## src/rtl/enable_gen_if.sv

```systemverilog
`default_nettype none
// ---------------------------------------------------------------------------
// enable_gen_if : run-control and enable-strobe bundle for enable_gen
// Revision      : 1.0
// ---------------------------------------------------------------------------
interface enable_gen_if #(
  parameter int WIDTH = 8
);
  logic             start;
  logic             stop;
  logic [1:0]       mode;
  logic [WIDTH-1:0] period;
  logic [WIDTH-1:0] count;
  logic             enb;
  logic             busy;
  logic             done;

  modport master (
    output start, stop, mode, period, count,
    input  enb, busy, done
  );

  modport slave (
    input  start, stop, mode, period, count,
    output enb, busy, done
  );
endinterface
`default_nettype wire

```

## src/rtl/enable_gen.sv

```systemverilog
`default_nettype none
// ---------------------------------------------------------------------------
// enable_gen : programmable enable-strobe generator for a clock-gating AND
// Revision   : 1.0
// ---------------------------------------------------------------------------
module enable_gen #(
  parameter int WIDTH = 8
) (
  input  logic       clk,
  input  logic       reset,
  enable_gen_if.slave bus
);
  localparam logic [1:0]       S_IDLE  = 2'd0;
  localparam logic [1:0]       S_RUN   = 2'd1;
  localparam logic [1:0]       S_DONE  = 2'd2;
  localparam logic [1:0]       M_CONT  = 2'b00;
  localparam logic [1:0]       M_BURST = 2'b01;
  localparam logic [WIDTH-1:0] C_ONE   = {{(WIDTH-1){1'b0}}, 1'b1};

  logic [1:0]       state_q, state_d;
  logic             cont_q,  cont_d;
  logic [WIDTH-1:0] pm1_q,   pm1_d;
  logic [WIDTH-1:0] cnt_q,   cnt_d;
  logic [WIDTH-1:0] div_q,   div_d;
  logic [WIDTH-1:0] pcnt_q,  pcnt_d;
  logic             enb_q;

  logic             pulse;
  logic             last;
  logic             busy;
  logic             done;

  always_ff @(posedge clk or posedge reset) begin
    if (reset) begin
      state_q <= S_IDLE;
      cont_q  <= 1'b0;
      pm1_q   <= '0;
      cnt_q   <= '0;
      div_q   <= '0;
      pcnt_q  <= '0;
    end else begin
      state_q <= state_d;
      cont_q  <= cont_d;
      pm1_q   <= pm1_d;
      cnt_q   <= cnt_d;
      div_q   <= div_d;
      pcnt_q  <= pcnt_d;
    end
  end

  always_comb begin
    state_d = state_q;
    cont_d  = cont_q;
    pm1_d   = pm1_q;
    cnt_d   = cnt_q;
    div_d   = div_q;
    pcnt_d  = pcnt_q;
    case (state_q)
      S_IDLE: begin
        if (bus.start) begin
          cont_d  = (bus.mode == M_CONT);
          pm1_d   = (bus.period == '0) ? '0 : bus.period - C_ONE;
          // Single-pulse modes reuse the burst path with a count of one.
          cnt_d   = bus.mode[1] ? C_ONE : bus.count;
          div_d   = '0;
          pcnt_d  = '0;
          state_d = (bus.mode == M_BURST && bus.count == '0) ? S_DONE : S_RUN;
        end
      end
      S_RUN: begin
        if (bus.stop) begin
          state_d = S_IDLE;
        end else begin
          div_d = pulse ? '0 : div_q + C_ONE;
          if (pulse) begin
            pcnt_d = pcnt_q + C_ONE;
          end
          if (last) begin
            state_d = S_DONE;
          end
        end
      end
      S_DONE:  state_d = S_IDLE;
      default: state_d = S_IDLE;
    endcase
  end

  always_comb begin
    pulse = (state_q == S_RUN) && (div_q == pm1_q);
    last  = pulse && !cont_q && (pcnt_q == cnt_q - C_ONE);
    busy  = (state_q == S_RUN);
    done  = (state_q == S_DONE);
  end

  // Falling-edge retiming keeps enb stable for the whole clk high phase.
  always_ff @(negedge clk or posedge reset) begin
    if (reset) begin
      enb_q <= 1'b0;
    end else begin
      enb_q <= pulse;
    end
  end

  assign bus.enb  = enb_q;
  assign bus.busy = busy;
  assign bus.done = done;
endmodule
`default_nettype wire

```

## src/flat_wrapper.sv

```systemverilog
// flat-port wrapper written by rule: the top's interface ports become plain ports
module enable_gen_flat 
#(
  parameter int WIDTH = 8
)
  (clk, reset, bus_start, bus_stop, bus_mode, bus_period, bus_count, bus_enb, bus_busy, bus_done);
  enable_gen_if #(.WIDTH(WIDTH)) bus_i ();
  input  logic clk;
  input  logic reset;
  input wire logic [$bits(bus_i.start)-1:0] bus_start;
  input wire logic [$bits(bus_i.stop)-1:0] bus_stop;
  input wire logic [$bits(bus_i.mode)-1:0] bus_mode;
  input wire logic [$bits(bus_i.period)-1:0] bus_period;
  input wire logic [$bits(bus_i.count)-1:0] bus_count;
  output wire logic [$bits(bus_i.enb)-1:0] bus_enb;
  output wire logic [$bits(bus_i.busy)-1:0] bus_busy;
  output wire logic [$bits(bus_i.done)-1:0] bus_done;
  assign bus_i.start = bus_start;
  assign bus_i.stop = bus_stop;
  assign bus_i.mode = bus_mode;
  assign bus_i.period = bus_period;
  assign bus_i.count = bus_count;
  assign bus_enb = bus_i.enb;
  assign bus_busy = bus_i.busy;
  assign bus_done = bus_i.done;
  enable_gen #(.WIDTH(WIDTH)) u_core (.clk(clk), .reset(reset), .bus(bus_i));
endmodule
```

## config.mk

```make
export PLATFORM = sky130hd
export DESIGN_NAME = enable_gen_flat
export DESIGN_NICKNAME = d
export VERILOG_FILES = /design/src/rtl/enable_gen_if.sv /design/src/rtl/enable_gen.sv /design/src/flat_wrapper.sv
export SDC_FILE = /design/constraint.sdc
export NUM_CORES = 1
export LEC_CHECK = 0
export BUFFER_PORTS_ARGS = -buffer_cell sky130_fd_sc_hd__clkbuf_2
export CAP_MARGIN = 20
export CELL_PAD_IN_SITES_DETAIL_PLACEMENT = 2
export CELL_PAD_IN_SITES_GLOBAL_PLACEMENT = 2
export CORE_MARGIN = 5
export CORE_UTILIZATION = 38
export CTS_CLUSTER_SIZE = 8
export DETAILED_ROUTE_END_ITERATION = 7
export PLACE_DENSITY_LB_ADDON = 0.1
export SYNTH_ARGS = -nofsm -noshare
export SYNTH_HDL_FRONTEND = slang
export SYNTH_SLANG_ARGS = --single-unit
```

## constraint.sdc

```tcl
create_clock -name clk -period 3.2 [get_ports clk]
set_clock_uncertainty 0.1 [all_clocks]
set_input_delay 0.32 -clock clk [delete_from_list [all_inputs] [get_ports clk]]
set_output_delay 0.32 -clock clk [all_outputs]
set_load 0.01 [all_outputs]
```

-- Word level (Yosys, flattened, before mapping)
Cells that the tools add are included.
- $add $sub $neg: 4
- equal/unequal tests: 9
- muxes and demuxes: 14
- reduce and logical (&&, ||, !) cells: 14
- operators by type and width (cell ; count):
    8-bit two-way mux ; 7
    8-bit case mux with 2 select lines ; 2
    8-bit by 1-bit adder with 8-bit output, second input constant ; 2
    8-bit == test ; 2
    8-bit zero test ; 2
    8-bit by 1-bit subtractor with 8-bit output, second input constant ; 2
    2-bit two-way mux ; 4
    2-bit by 1-bit == test with 1-bit output, second input constant ; 2
    1-bit logical AND ; 4
    2-bit zero test ; 2
    2-bit inequality test, second input constant ; 2
    2-bit case mux with 2 select lines ; 1
    2-bit AND reduction ; 2
    4-bit AND reduction ; 1
    3-bit by 2-bit inequality test with 1-bit output, second input constant ; 1
    3-bit AND reduction ; 1
    2-bit == test, second input constant ; 1
    2-bit by 1-bit inequality test with 1-bit output, second input constant ; 1
    2-bit nonzero test ; 1
    1-bit zero test ; 1
- register bits: 36
- bits of input ports: 22
- output and inout bits: 3
- word-level logic and storage cells: 48

-- Depth between registers and ports, before layout
Gate-level depths: netlist (run 1).
- depth in word-level cells: 7
- depth in mapped cells: 8

==> results.md, run 1 <==
- Critical Path Sink Type: flip-flop
- Critical-path top delay cell: dfrtp_1
- Placed inst area: 2350 µm²
- Met3 Track Usage GR: 0.0340
- # IOs: 25
- Number of CTS-inserted buffers: 5
- Fin util: 0.447
- Hold/Removal Path Class: in2async
- Met1 Usage GRT: 0.254
- Antenna violations before repair: 0
- CTS max path bufs: 2
- Setup WS pre-CTS: 301 ps
- DIE AREA: 7230 µm²
- Critical path class: reg2reg
- WP data arrival: 1510 ps
- Routed Antenna Nets: 0
- Post-Layout Cell Count: 340
- Final instance area: 2460 µm²
- Die H: 85.1 µm
- Floorplan core area: 5510 µm²
- Worst skew pair latency: 290 ps
- Crit path buf inv count: 0
- Final slew viol count: 0
- CP peak stage delay: 450 ps
- Max_cap viols: 0
- P&R area growth vs syn: 15.0%
- Die width: 85.1 µm
- Share of cells above drive strength 1: 0.187
- Leakage power: 0.00112 µW
- Number of diodes: 0
- Max rail drop VDD: 0.000269 V
- Nets@finish: 293
- DRC Markers: 0
- PwrDens: 736 nW/µm²
- H-tree Lvls: 2
- DRT Wirelength: 6070 µm
- Count of cell types in the netlist: 48
- Post-synth EDFFs: 0
- I/O Buffers: 24
- Total GRT Usage: 0.179
- Seq/Total Area, Yosys: 0.421
- RSZ-0062 raised after global routing: false
- Largest net degree at the start of global routing: 36
- Area leader, netlist: dfrtp_1
- Synth Cell Area: 2140 µm²
- Most used DFF post-synth: dfrtp_1
- Vias in the first global route: 2076
- Crit start category: flip-flop
- Final HPWL from detailed placement: 4600 µm
- Asr flop ratio synth: 1.00
- Cts hold-fix bufs: 0
- Placer congestion estimate: 0.770
- Grt peak-use layer: met2
- Worst-Margin Slew: 748 ps
- Synth top area share: 0.409
- Routed vias: 1878
- Relative slew slack: 0.500
- Clock Pin Slew Worst Setup and Hold Paths: 80 ps
- Rows: 27
- Gr ovfl total: 0
- Register-to-register setup slack: 310 ps
- Post-CTS setup buffers: 0
- Average size of a mapped cell: 8.96 µm²
- Post-Syn Nets: 265
- Synth Warn #: 0
- Final setup margin: 313 ps
- CTS root buf: clkbuf_8
- Outcome: finished clean
- Initial Utilization: 0.389
- Clock sink count: 36
- Commonest non-fill, non-tap cell in the layout: dfrtp_1
- Post-Synthesis Cells: 239
- CTS tree: built
- CP required: 1820 ps
- Critical Path Fanout Max: 6
- CP Cell Sequence: xor2_1 -> nor4_2 -> nand2_1 -> nor2_1
- Most frequent cells in the layout: dfrtp_1 (35), nand2_1 (32), clkbuf_2 (24), o21ai_0 (19), a21oi_1 (14)
- # placed instances: 332
- Initial DRC count: 49
- Yosys reg bits: 36
- Post-CTS sizing: 0
- Setup TNS: 0 ps
- WL/cell: 17.9 µm
- Global-route wire length before repair: 10400 µm
- Crit path max-delay family: simple AND/OR/NAND/NOR gates
- Area contributors post-synth: dfrtp_1 (41%), nand2_1 (5.6%), xor2_1 (4.5%)
- GRT met2 Usage: 0.286
- Final setup viols: 0
- Vias per cell: 5.52
- 1st-pass router iterations: 4
- Final hold violation count: 0
==> report_power, final <==
part           switching, µW  internal (µW)  leakage (µW)
registers                126            572      0.000475
clock network            173            231     0.0000541
logic                    435            275      0.000592
total                    734           1080       0.00112
==> cell families after synthesis <==
kind of cell / share of synthesized area
compound gates: 0.168
xor+xnor: 0.0859
fa+ha+maj: 0.0234
buf+inv: 0.0409
flops: 0.421
mux: 0.00994
simple gates: 0.251
==> stage by stage <==
| stage | power, µW | hold slack (ps) |
|---|---|---|
| final | 1810 | 115 |
| after global routing | 1960 | 122 |
| after CTS | 1840 | 131 |
| after detailed placement | 1420 | 392 |
| after global placement | 1380 | 376 |
| after floorplan | 1180 | 318 |
==> worst paths after layout <==
| check | startpoint | to | cells past startpoint |
|---|---|---|---|
| max in group asynchronous | reset | u_core.bus.enb$_DFF_NP0_ | 2 |
| worst max-delay path | u_core.div_q[0]$_DFFE_PP0P_ | u_core.bus.enb$_DFF_NP0_ | 4 |
| worst min register to register | u_core.pm1_q[3]$_DFFE_PP0P_ | u_core.pm1_q[3]$_DFFE_PP0P_ | 2 |
| worst min-delay path | reset | u_core.cont_q$_DFFE_PP0P_ | 3 |
| worst max register to register | u_core.div_q[0]$_DFFE_PP0P_ | u_core.bus.enb$_DFF_NP0_ | 4 |
| min in group clk | bus_mode[0] | u_core.cont_q$_DFFE_PP0P_ | 2 |
==> cells in the mapped netlist, types with 2 or more instances <==
master	n
dfrtp_1	35
nor2_1	12
nand2b_1	5
a21oi_1	14
nand2_1	32
nor3_1	5
and3_1	4
nor3b_1	3
nor4_1	4
ha_1	4
or3_2	3
buf_6	2
nand4_1	6
xor2_1	11
o22ai_1	2
xnor2_1	10
nor4_2	2
inv_1	9
nand3_1	8
nand3b_1	6
clkbuf_1	7
a221oi_1	2
o31ai_1	5
or3_1	2
or4_1	3
o2bb2ai_1	2
a21o_1	2
o21ai_0	19
==> flip-flops by register name, indices dropped and copies added, names as in the netlist <==
signal and cells:
u_core.bus.enb 1, u_core.cnt_q 8, u_core.cont_q 1, u_core.div_q 8, u_core.pcnt_q 8, u_core.pm1_q 8, u_core.state_q 2
==> area by class of cell <==
| class | instances | area (µm²) |
|---|---|---|
| tap | 72 | 90.1 |
| timing repair buffer | 31 | 173 |
| inverter | 9 | 33.8 |
| clock buffer | 5 | 68.8 |
| multi-input combinational | 184 | 1150 |
| fill | 642 | 3050 |
| sequential | 36 | 901 |
| clock inverter | 3 | 42.5 |
==> worst register-to-register path: cells and delay by family, from the launching register on <==
| kind | cells | cell delay [ps] |
|---|---|---|
| simple gates | 3 | 580 |
| xor+xnor | 1 | 200 |
| flops | 1 | 450 |
==> metal layers <==
layer,share of wire,vias up
li1,-,908
met1,0.52,936
met2,0.44,29
met3,0.030,5
met4,0.0092,0
met5,0,-
No activity file was read; power rests on OpenSTA's default activity.
==> run 2: changes to the inputs <==
--- a/config.mk
+++ b/config.mk
@@ -5,14 +5,14 @@
 export SDC_FILE = /design/constraint.sdc
 export NUM_CORES = 1
 export LEC_CHECK = 0
-export BUFFER_PORTS_ARGS = -buffer_cell sky130_fd_sc_hd__clkbuf_2
 export CAP_MARGIN = 20
 export CELL_PAD_IN_SITES_DETAIL_PLACEMENT = 2
 export CELL_PAD_IN_SITES_GLOBAL_PLACEMENT = 2
 export CORE_MARGIN = 5
-export CORE_UTILIZATION = 38
+export CORE_UTILIZATION = 42
 export CTS_CLUSTER_SIZE = 8
 export DETAILED_ROUTE_END_ITERATION = 7
+export DONT_BUFFER_PORTS = 1
 export PLACE_DENSITY_LB_ADDON = 0.1
 export SYNTH_ARGS = -nofsm -noshare
 export SYNTH_HDL_FRONTEND = slang
==> results.md, run 2 (synthesis gave the netlist of run 1 again) <==
- Outcome: finished clean
- Clock Pin Slew Worst Setup and Hold Paths: 80 ps
- Placer congestion estimate: 0.799
- H-tree Lvls: 2
- Max_cap viols: 0
- Critical-path top delay cell: dfrtp_1
- CP Cell Sequence: xor2_1 -> nor4_4 -> nand2_1 -> nor2_1
- CP required: 1830 ps
- Worst-Margin Slew: 875 ps
- Largest net degree at the start of global routing: 36
- Final hold violation count: 0
- Gr ovfl total: 0
- WP data arrival: 1630 ps
- Routed Antenna Nets: 0
- Die width: 81.4 µm
- Floorplan core area: 5040 µm²
- P&R area growth vs syn: 7.42%
- I/O Buffers: 0
- Number of diodes: 0
- Crit path buf inv count: 0
- DRT Wirelength: 6180 µm
- Critical path class: reg2reg
- DRC Markers: 0
- PwrDens: 754 nW/µm²
- 1st-pass router iterations: 4
- Crit path max-delay family: simple AND/OR/NAND/NOR gates
- Clock sink count: 36
- Share of cells above drive strength 1: 0.0875
- Routed vias: 1805
- RSZ-0062 raised after global routing: false
- Final setup viols: 0
- CTS max path bufs: 2
- Reg power frac: 0.409
- Setup TNS: 0 ps
- CTS tree: built
- Vias per cell: 5.82
- Switch Pwr: 743 µW
- Total GRT Usage: 0.207
- Relative slew slack: 0.417
- Critical Path Sink Type: flip-flop
- # IOs: 25
- Max rail drop VDD: 0.000333 V
- Most frequent cells in the layout: dfrtp_1 (35), nand2_1 (32), o21ai_0 (19), a21oi_1 (14), nor2_1 (12)
- Hold/Removal Path Class: in2async
- CP peak stage delay: 460 ps
- Critical Path Fanout Max: 7
- Initial DRC count: 78
- Pint: 991 µW
- Storage element area: 901 µm²
- Number of CTS-inserted buffers: 5
- Vias in the first global route: 2079
- Multi-input gate area: 1160 µm²
- Fin util: 0.456
- Worst skew pair latency: 300 ps
- Initial Utilization: 0.425
- DIE AREA: 6630 µm²
- Rows: 26
- CTS root buf: clkbuf_8
- Crit start category: flip-flop
- Nets@finish: 265
- Gate power share: 0.392
- Antenna violations before repair: 0
- Leakage power: 0.000991 µW
- Global-route wire length before repair: 10200 µm
- Final HPWL from detailed placement: 4720 µm
- Hold WS: 9.96 ps
- # fillers: 547
- Final slew viol count: 0
- WL/cell: 19.9 µm
- Die H: 81.4 µm
- Switching portion of total power: 0.428
- Commonest non-fill, non-tap cell in the layout: dfrtp_1
- Clock power frac: 0.199
==> run 2: changes by cell type in the layout (fill, tap and decap cells not counted), sizes merged <==
cell	before	now
buf	7	3
bufinv	1	0
clkbuf	29	7
clkinv	1	0
==> run 2: path summary, 6_finish.rpt <==
check / startpoint / to / slack, ps / cells past startpoint
min: reset / u_core.state_q[0]$_DFFE_PP0P_ / 10 / 2
max in group asynchronous: reset / u_core.bus.enb$_DFF_NP0_ / 1690 / 1
min in group clk: bus_mode[0] / u_core.cont_q$_DFFE_PP0P_ / 30 / 1
min reg2reg: u_core.pm1_q[7]$_DFFE_PP0P_ / u_core.pm1_q[7]$_DFFE_PP0P_ / 410 / 2
max reg2reg: u_core.div_q[3]$_DFFE_PP0P_ / u_core.bus.enb$_DFF_NP0_ / 210 / 4
max: u_core.div_q[3]$_DFFE_PP0P_ / u_core.bus.enb$_DFF_NP0_ / 210 / 4
==> run 2: power groups by stage <==
stage / clock network, µW / logic [µW] / registers (µW)
5_1_grt: 375 / 762 / 726
3_3_place_gp: 0 / 599 / 705
3_5_place_dp: 0 / 654 / 723
6_report: 345 / 679 / 710
2_1_floorplan: 0 / 515 / 669
4_1_cts: 351 / 666 / 713
==> run 2: cell type report <==
cell class,count,area share
well taps,70,0.0381
flip-flops and latches,36,0.392
multi-input cells,184,0.505
clock inverters,1,0.00326
repair buffers,3,0.00979
inverters,9,0.0147
clock buffers,7,0.0375
==> run 2: through the flow <==
| stage | total power, µW | instances | worst slack, ps | area (µm²) |
|---|---|---|---|---|
| after floorplan | 1180 | 239 | 258 | 2140 |
| after global placement | 1300 | 302 | 208 | 2200 |
| after detailed placement | 1380 | 302 | 120 | 2200 |
| after CTS | 1730 | 310 | 81.2 | 2290 |
| after global routing | 1860 | 310 | 91.5 | 2300 |
| final | 1730 | 310 | 207 | 2300 |
==> run 2: metal layers <==
metal,vias to the layer above,GRT usage,share of wire
li1,851,-,-
met1,922,0.229,0.40
met2,19,0.383,0.55
met3,13,0.0466,0.024
met4,0,0.0743,0.024
met5,-,0,0
==> run 2: what timing repair did <==
item                       CTS  global route
setup buffers                0             0
hold buffers                 0             0
setup endpoints to repair    0             1
gates resized for setup      0             1
